[src/rtl/isa_pkg.sv]
// rtl/isa_pkg.sv - ISA definitions shared by the program loader/encoder
// Contents: opcode enum (14 mnemonics), format classes and classifier,
//           field bit positions of the 32-bit word, error codes, loader FSM states.
package isa_pkg;

  localparam int ISA_INSTR_W = 32;
  localparam int ISA_OP_W    = 5;
  localparam int ISA_REG_W   = 4;
  localparam int ISA_IMM_W   = ISA_INSTR_W - ISA_OP_W - 2 * ISA_REG_W;

  // Field LSB positions: op[31:27] ra[26:23] rb[22:19] rc[18:15] / imm[18:0]
  localparam int OP_LSB = ISA_INSTR_W - ISA_OP_W;
  localparam int RA_LSB = OP_LSB - ISA_REG_W;
  localparam int RB_LSB = RA_LSB - ISA_REG_W;
  localparam int RC_LSB = RB_LSB - ISA_REG_W;

  typedef enum logic [4:0] {
    OP_ADD  = 5'b00000,
    OP_SUB  = 5'b00001,
    OP_AND  = 5'b00010,
    OP_OR   = 5'b00011,
    OP_XOR  = 5'b00100,
    OP_SLT  = 5'b00101,
    OP_BEQ  = 5'b01000,
    OP_BNE  = 5'b01001,
    OP_ADDI = 5'b10000,
    OP_ANDI = 5'b10001,
    OP_ORI  = 5'b10010,
    OP_LW   = 5'b10011,
    OP_SW   = 5'b10100,
    OP_LUI  = 5'b10101
  } opcode_e;

  typedef enum logic [1:0] {
    FMT_R       = 2'd0,
    FMT_B       = 2'd1,
    FMT_I       = 2'd2,
    FMT_ILLEGAL = 2'd3
  } fmt_e;

  typedef enum logic [1:0] {
    ERR_NONE     = 2'b00,
    ERR_ILLEGAL  = 2'b01,
    ERR_OVERFLOW = 2'b10,
    ERR_IMM      = 2'b11
  } err_e;

  typedef enum logic [1:0] {
    S_IDLE   = 2'd0,
    S_ACCEPT = 2'd1,
    S_WRITE  = 2'd2,
    S_DONE   = 2'd3
  } state_e;

  function automatic fmt_e op_format(input logic [ISA_OP_W-1:0] op);
    fmt_e f;
    case (op)
      OP_ADD, OP_SUB, OP_AND, OP_OR, OP_XOR, OP_SLT:    f = FMT_R;
      OP_BEQ, OP_BNE:                                   f = FMT_B;
      OP_ADDI, OP_ANDI, OP_ORI, OP_LW, OP_SW, OP_LUI:   f = FMT_I;
      default:                                          f = FMT_ILLEGAL;
    endcase
    return f;
  endfunction

endpackage

[src/rtl/instr_field_packer.sv]
// rtl/instr_field_packer.sv - combinational packer: decoded fields -> 32-bit instruction word
// Ports:
//   op, ra, rb, rc   opcode and register indices (rc used by R-type only)
//   imm              32-bit signed immediate (B/I-type only)
//   word             packed instruction word
//   illegal          opcode is not one of the 14 defined mnemonics
//   imm_fault        B/I immediate does not fit IMM_W signed bits
// Config: IMM_RANGE_CHECK_EN enables imm_fault; otherwise imm is truncated and imm_fault=0.
module instr_field_packer
  import isa_pkg::*;
#(
  parameter int INSTR_W = 32,
  parameter int REG_W   = 4
) (
  input  logic [4:0]         op,
  input  logic [REG_W-1:0]   ra,
  input  logic [REG_W-1:0]   rb,
  input  logic [REG_W-1:0]   rc,
  input  logic [31:0]        imm,
  output logic [INSTR_W-1:0] word,
  output logic               illegal,
  output logic               imm_fault
);

  localparam int IMM_W   = INSTR_W - 5 - 2 * REG_W;
  localparam int F_OP    = INSTR_W - 5;
  localparam int F_RA    = F_OP - REG_W;
  localparam int F_RB    = F_RA - REG_W;
  localparam int F_RC    = F_RB - REG_W;

  fmt_e fmt;

  always_comb begin
    fmt     = op_format(op);
    illegal = (fmt == FMT_ILLEGAL);
    word    = '0;
    word[F_OP +: 5]     = op;
    word[F_RA +: REG_W] = ra;
    word[F_RB +: REG_W] = rb;
    if (fmt == FMT_R)
      word[F_RC +: REG_W] = rc;
    else
      word[IMM_W-1:0] = imm[IMM_W-1:0];
  end

`ifdef IMM_RANGE_CHECK_EN
  // In range iff bits [31:IMM_W-1] are all copies of the field's sign bit.
  logic imm_fits;
  assign imm_fits  = (&imm[31:IMM_W-1]) | ~(|imm[31:IMM_W-1]);
  assign imm_fault = ((fmt == FMT_B) || (fmt == FMT_I)) && !imm_fits;
`else
  logic unused_imm_hi;
  assign unused_imm_hi = ^imm[31:IMM_W];
  assign imm_fault     = 1'b0;
`endif

endmodule

[src/rtl/instr_encoder.sv]
// rtl/instr_encoder.sv - sequential program loader: packs decoded instructions and writes them to instr. RAM
// Ports:
//   clk, rst                      clock, asynchronous active-high reset
//   start, base_addr              begin a load at base_addr (IDLE only)
//   in_valid/in_ready             instruction handshake; in_op/in_ra/in_rb/in_rc/in_imm/in_last fields
//   mem_we, mem_addr, mem_wdata   one-cycle write strobe with registered address/word
//   busy, done                    load in progress / one-cycle completion pulse
//   err, err_code, count          sticky error + cause, words written in this load
// Config: IMM_RANGE_CHECK_EN makes out-of-range B/I immediates fault with err_code 11.
module instr_encoder
  import isa_pkg::*;
#(
  parameter int INSTR_W = 32,
  parameter int ADDR_W  = 8,
  parameter int REG_W   = 4
) (
  input  logic               clk,
  input  logic               rst,
  input  logic               start,
  input  logic [ADDR_W-1:0]  base_addr,
  input  logic               in_valid,
  output logic               in_ready,
  input  logic [4:0]         in_op,
  input  logic [REG_W-1:0]   in_ra,
  input  logic [REG_W-1:0]   in_rb,
  input  logic [REG_W-1:0]   in_rc,
  input  logic [31:0]        in_imm,
  input  logic               in_last,
  output logic               mem_we,
  output logic [ADDR_W-1:0]  mem_addr,
  output logic [INSTR_W-1:0] mem_wdata,
  output logic               busy,
  output logic               done,
  output logic               err,
  output logic [1:0]         err_code,
  output logic [ADDR_W:0]    count
);

  localparam logic [ADDR_W:0]   CNT_ONE  = {{ADDR_W{1'b0}}, 1'b1};
  localparam logic [ADDR_W-1:0] ADDR_ONE = {{(ADDR_W-1){1'b0}}, 1'b1};
  localparam logic [ADDR_W-1:0] ADDR_MAX = {ADDR_W{1'b1}};

  state_e             state;
  logic [ADDR_W-1:0]  addr;
  logic               addr_full;   // top address already written; further words overflow
  logic               last_q;

  logic [INSTR_W-1:0] pk_word;
  logic               pk_illegal;
  logic               pk_imm_fault;

  instr_field_packer #(
    .INSTR_W (INSTR_W),
    .REG_W   (REG_W)
  ) u_packer (
    .op        (in_op),
    .ra        (in_ra),
    .rb        (in_rb),
    .rc        (in_rc),
    .imm       (in_imm),
    .word      (pk_word),
    .illegal   (pk_illegal),
    .imm_fault (pk_imm_fault)
  );

  always_ff @(posedge clk or posedge rst) begin
    if (rst) begin
      state     <= S_IDLE;
      addr      <= '0;
      addr_full <= 1'b0;
      last_q    <= 1'b0;
      in_ready  <= 1'b0;
      mem_we    <= 1'b0;
      mem_addr  <= '0;
      mem_wdata <= '0;
      busy      <= 1'b0;
      done      <= 1'b0;
      err       <= 1'b0;
      err_code  <= ERR_NONE;
      count     <= '0;
    end else begin
      case (state)
        S_IDLE: begin
          if (start) begin
            addr      <= base_addr;
            addr_full <= 1'b0;
            count     <= '0;
            err       <= 1'b0;
            err_code  <= ERR_NONE;
            in_ready  <= 1'b1;
            busy      <= 1'b1;
            state     <= S_ACCEPT;
          end
        end

        S_ACCEPT: begin
          if (in_valid) begin
            in_ready <= 1'b0;
            // Fault priority: illegal opcode, then overflow, then immediate range.
            if (pk_illegal || addr_full || pk_imm_fault) begin
              err   <= 1'b1;
              done  <= 1'b1;
              state <= S_DONE;
              if (pk_illegal)
                err_code <= ERR_ILLEGAL;
              else if (addr_full)
                err_code <= ERR_OVERFLOW;
              else
                err_code <= ERR_IMM;
            end else begin
              mem_we    <= 1'b1;
              mem_addr  <= addr;
              mem_wdata <= pk_word;
              last_q    <= in_last;
              state     <= S_WRITE;
            end
          end
        end

        S_WRITE: begin
          mem_we <= 1'b0;
          count  <= count + CNT_ONE;
          if (addr == ADDR_MAX)
            addr_full <= 1'b1;
          else
            addr <= addr + ADDR_ONE;
          if (last_q) begin
            done  <= 1'b1;
            state <= S_DONE;
          end else begin
            in_ready <= 1'b1;
            state    <= S_ACCEPT;
          end
        end

        S_DONE: begin
          done  <= 1'b0;
          busy  <= 1'b0;
          state <= S_IDLE;
        end

        default: state <= S_IDLE;
      endcase
    end
  end

endmodule

[config.mk]
export PLATFORM = sky130hd
export DESIGN_NAME = instr_encoder
export DESIGN_NICKNAME = d
export VERILOG_FILES = /design/src/rtl/isa_pkg.sv /design/src/rtl/instr_field_packer.sv /design/src/rtl/instr_encoder.sv
export SDC_FILE = /design/constraint.sdc
export NUM_CORES = 1
export LEC_CHECK = 0
export ABC_CLOCK_PERIOD_IN_PS = 4500
export CORE_ASPECT_RATIO = 1.25
export CORE_MARGIN = 10
export CORE_UTILIZATION = 27
export DETAILED_ROUTE_END_ITERATION = 8
export PLACE_DENSITY = 0.51
export SETUP_SLACK_MARGIN = 0.5
export SLEW_MARGIN = 10
export SYNTH_ARGS = -nofsm -noshare
export SYNTH_HDL_FRONTEND = slang
export SYNTH_SLANG_ARGS = --single-unit
export TNS_END_PERCENT = 1
[constraint.sdc]
create_clock -name clk -period 4.5 [get_ports clk]
set_input_delay 1.35 -clock clk [delete_from_list [all_inputs] [get_ports clk]]
set_output_delay 1.35 -clock clk [all_outputs]
set_load 0.05 [all_outputs]
Word-level counts from Yosys, hierarchy flattened
Memory sizes are Yosys's and may differ from the RTL's.
Cells that the tools add are included.

word-level totals
  memory bits (read-only) = 64
  memories kept = 1
  register bits = 68
  input port bits = 62

cells by class
  add/subtract/negate cells = 2
  bitwise gates (word level) = 1
  reductions and logical operators = 19
  mux-type cells = 34
  equality and inequality tests = 13

memories
  memory           words  bits a word  read ports  clocked after Yosys merged registers in  write ports  RTL line       text
  (no name shown)  32     2            1           0                                        0            isa_pkg.sv:57  case (op)

operators with widths
  kind                                                  count
  one-hot mux 9 bit (2 select lines)                    1
  2-to-1 mux 8 bit                                      2
  != test 2 bit (second input constant)                 8
  one-hot mux 8 bit (2 select lines)                    1
  2-to-1 mux 15 bit                                     1
  2-to-1 mux 2 bit                                      7
  2-to-1 mux 1 bit                                      12
  AND reduction 3 bit                                   4
  AND reduction 4 bit                                   3
  adder 9 x 1 -> 9 bit (second input constant)          1
  2-to-1 mux 9 bit                                      1
  adder 8 x 1 -> 8 bit (second input constant)          1
  equality test 8 bit (second input constant)           1
  one-hot mux 1 bit (2 select lines)                    4
  one-hot mux 2 bit (4 select lines)                    1
  nonzero test 2 bit                                    4
  equality test 2 bit (second input constant)           3
  one-hot mux 1 bit (3 select lines)                    2
  AND reduction 2 bit                                   3
  nonzero test 3 bit                                    2
  zero test 2 bit                                       2
  2-to-1 mux 4 bit                                      1
  one-hot mux 2 bit (2 select lines)                    1
  equality test 2 x 1 -> 1 bit (second input constant)  1
  2 further kinds                                       2

Depth between registers and ports, before layout
An unclocked memory read counts as a cell.

  depth after elaboration = 6
  mapped depth = 6
  depth with buffers taken out = 5

Cells and area by module
Synthesis repeated with hierarchy kept, for this count alone.

second synthesis, totals
  cells, all modules = 284
  area total of the unflattened synthesis = 3285.7 µm²

by module, submodules not included
  module              area each (µm²)  cells each  times used
  instr_encoder       2990.4           246         1
  instr_field_packer  295.3            38          1

Worst setup path before layout
No wires, ideal clock.

  path type = input port to flip-flop
  from = input in_op[1]
  to = register done
  setup slack = 2.161 ns
  arrival time = 2.213 ns
  cell stages on the path = 4
  cell sequence = nor3_2 > nor2_1 > o211a_1 > o31a_2

between the ends
  longest elaborated chain between the ends = 5

RTL lines
  what                                  RTL line                  text
  from (decl)                           instr_encoder.sv:23       input logic [4:0] in_op,
  memory (32 x 2 bit)                   --
  equality test 2 bit                   instr_field_packer.sv:35  illegal = (fmt == FMT_ILLEGAL);
  logical OR 1 bit                      instr_encoder.sv:100      if (pk_illegal || addr_full || pk_imm_fault) begin
  != test 2 bit (no source line)        --
  AND reduction 4 bit (no source line)  --
  to (signal assigned)                  instr_encoder.sv:102      done <= 1'b1;
  to (signal assigned)                  instr_encoder.sv:128      done <= 1'b1;
  to (signal assigned)                  instr_encoder.sv:137      done <= 1'b0;
  to (decl)                             instr_encoder.sv:33       output logic done,

No other way between the ends.
A chain may end at the register's enable or synchronous reset.

Final worst setup path
  from = register count[4]
  to = output count[4]

RTL lines
  what                    RTL line              text
  from (decl)             instr_encoder.sv:36   output logic [ADDR_W:0] count
  from (signal assigned)  instr_encoder.sv:122  count <= count + CNT_ONE;

No word-level cell between the ends.

==> impl_results.md <==
- Leakage: between 2 and 2.5 nW
- Synth async-reset ratio: 1.00
- Num CTS Buffers: 9
- Post-Synth XOR/XNOR Area: 0.00832
- CP Launch Type: flip-flop
- Area of the mapped netlist: roughly 0.0032 mm2
- Dpl cells: 518
- Period utilization: 0.657
- I/O pin cnt: around 120
- Die height: 141 um
- Sequential Area: 0.00170 mm2
- Mux share of post-synthesis cell area: 0.119
- Post-synthesis adder-cell area fraction: 0.00792
- Cell area after layout: 0.00459 mm2
- WL/cell: 16.3 um
- P&R area growth vs syn: 45.4%
- Via Count: 2,450
- Post-CTS Setup Bufs: 0
- Fmax: 338 MHz
- Clock buffer depth: 2
- Sequential Power Share: 0.303
- Via count of the first global-routing pass: 2,601
- Avg Inst Size Synth: 11.0 um2
- Highest-delay cell along the critical path: clkdlybuf4s50_1
- CP endpoint kind: output port
- Worst Hold Class: reg -> reg
- Post-CTS Hold Fix Bufs: 0
- Top cells by count, synth: 68 x dfrtp_1, 55 x nand2_1, 40 x o21ai_0
- Netlist cell types: 49
- Total track usage: 0.110
- Main combinational cell family by area after synthesis: compound AO/OA/AOI/OAI gates
- Clock share of power: 0.181
- Logic pwr share: 0.516
- Initial DRT Pass Iterations: 4
- Main synth FF type: dfrtp_1
- Data required, critical path: around 3.2 ns
- H-tree depth: 3
- Hold slack: between 0.4 and 0.5 ns
- Status: completed
- Share of cells above drive strength 1: 0.134
- Largest net degree at the start of global routing: between 60 and 70
- Footprint of the multi-input gates: 0.00134 mm2
- Area contributors post-synth: dfrtp_1 54%, mux2_4 10%, nand2_1 6.5%, o21ai_0 6.3%, a21oi_1 2.1%
- CTS tree: built
- Worst-Margin Slew: 0.690 ns
- Final setup viols: 0
- Ys Warns: 0
- Routed WL: approximately 8700 um
- Synth Register Bits: 68
- Cell with the most instances after synthesis: dfrtp_1
- Post-synth EDFFs: 0
- WS Path Type: reg -> out
- CTS Sinks: 68
- Die ar.: 0.0165 mm2
- Worst-Skew Late Latency: roughly 0.33 ns
- Worst path arrival time: 1.61 ns
- DRC viols: 0
- Power density over cell area: approximately 780 mW/mm2
- Max VDD drop: 0.284 mV
- CP Buf/Inv Count: 1
- Final Max Tran Viols: 0
- Core area: 0.0116 mm2
- Final-stage net count: 455
- NetSw: 1.61 mW
- Non-Filler Instances: ~530
- Std cell rows: 44
- Slew margin rel.: 0.540
- Placed cell area: 0.00432 mm2
- Final Hold Fails: 0
- Post-Syn Instances: 287
- Antenna-violating nets left: 0
- Largest area contributor in the netlist: dfrtp_1
- Clock skew: 0.00362 ns
- Internal: between 1.5 and 2 mW
- Final Util: 0.397
- Post-Synth Simple-Gate Area: 0.128
- Sum Neg Setup Slack: 0 ns
- Detailed placer's ending HPWL: 6340 um
- CP top delay family: buffers and inverters
- Initial drt markers: between 50 and 60
- Ant diodes: 0
- Initial antenna violation count: 0
- Grt total ovfl: 0
- Die X: roughly 120 um
- Root Driver: clkbuf_16
- Number of max-cap violations: 0
- CTS resizes: 0
- GPL Wtd Cong: 0.740
- Slowest stage delay, CP: 0.84 ns
- CP Max Fanout: 6
- Vias per std cell: 4.60
- Fillers: 1,141
- Top-area cell type share of the netlist area: 0.539
- Post-route minimum period: 2.96 ns
- First-pass GRT wire length: 14,100 um
- Sequential fraction of the synthesis area: 0.539
- Starting Density: 0.273
- Clock transition at path regs: 0.05 ns
- RSZ-0062 raised after global routing: no
- Synth Area in Compound Gates: 0.160
- Net Count, Synth: 351
- Critical-path cell list: clkdlybuf4s50_1
- Net Sw Frac: 0.450
- PortBufs: 104
## through the flow
step | setup WS, ns | power (mW)
global route | 1.49 | 3.78
global placement | 1.41 | 2.94
CTS | 1.51 | 3.63
detailed placement | 1.36 | 2.96
finish | 1.54 | 3.57
floorplan | 1.44 | 2.34
## path summary, 6_finish.rpt
path / start / end / slack [ns] / cells past startpoint
min in group asynchronous: rst / count[8]$_DFFE_PP0P_ / 1.42 / 3
max: count[4]$_DFFE_PP0P_ / count[4] / 1.54 / 1
max in group asynchronous: rst / mem_wdata[30]$_DFFE_PP0P_ / 2.77 / 3
min: mem_wdata[16]$_DFFE_PP0P_ / mem_wdata[16]$_DFFE_PP0P_ / 0.48 / 2
min reg2reg: mem_wdata[16]$_DFFE_PP0P_ / mem_wdata[16]$_DFFE_PP0P_ / 0.48 / 2
max reg2reg: state[1]$_DFFE_PP0P_ / mem_wdata[8]$_DFFE_PP0P_ / 2.66 / 5
## sequential cells by signal, summed over array words and instances (netlist names), 2 cells and up
register and cells:
mem_addr 8, count 9, mem_wdata 32, err_code 2
addr 8, state 2
## area by class of cell
class                           instances  share of cell area
Timing Repair Buffer                  109               0.237
Multi-Input combinational cell        198               0.292
Clock buffer                           13              0.0566
Inverter                                5             0.00408
Sequential cell                        68               0.370
Clock inverter                          2             0.00218
Tap cell                              138              0.0376
## cell families (layout without fill, tap and decap cells)
group	after synthesis	after routing
buf+inv	21	129
simple gates	88	88
xor+xnor	3	3
mux	27	27
fa+ha+maj	2	2
compound gates	78	78
flops	68	68
## worst register-to-register path, delay by kind of cell, from the launching register on
| family | cells | cell delay [ns] |
|---|---|---|
| AND/OR/NAND/NOR | 1 | 0.30 |
| AO/OA/AOI/OAI | 2 | 0.20 |
| flip-flops | 1 | 0.59 |
| buffers and inverters | 2 | 0.63 |
## power by group through the flow
| stage | Combinational (mW) | Sequential, mW | Clock, mW |
|---|---|---|---|
| floorplan | 0.572 | 1.76 | 0 |
| global placement | 1.86 | 1.08 | 0 |
| detailed placement | 1.87 | 1.09 | 0 |
| CTS | 1.87 | 1.09 | 0.673 |
| global route | 1.95 | 1.13 | 0.701 |
| finish | 1.84 | 1.08 | 0.647 |
## cell usage in the layout (no fill, tap or decap), types with 3 or more instances in the layout
cell,Yosys,layout
and4_1,3,3
nand4_1,5,5
mux2i_1,5,5
inv_1,5,4
mux2_4,21,21
dfrtp_1,68,68
a21oi_1,13,13
nor2_1,9,9
clkbuf_16,0,9
nand2_1,55,55
clkdlybuf4s50_1,0,104
buf_4,1,4
o21ai_0,40,40
nand3_1,5,5
## routing by layer
layer / share of wire / vias to the layer above / GRT usage
li1: - / 1221 / -
met1: 0.40 / 1158 / 0.122
met2: 0.51 / 57 / 0.184
met3: 0.067 / 14 / 0.0340
met4: 0.022 / 0 / 0.0567
met5: 0 / - / 0
No activity file was read; power rests on OpenSTA's default activity.
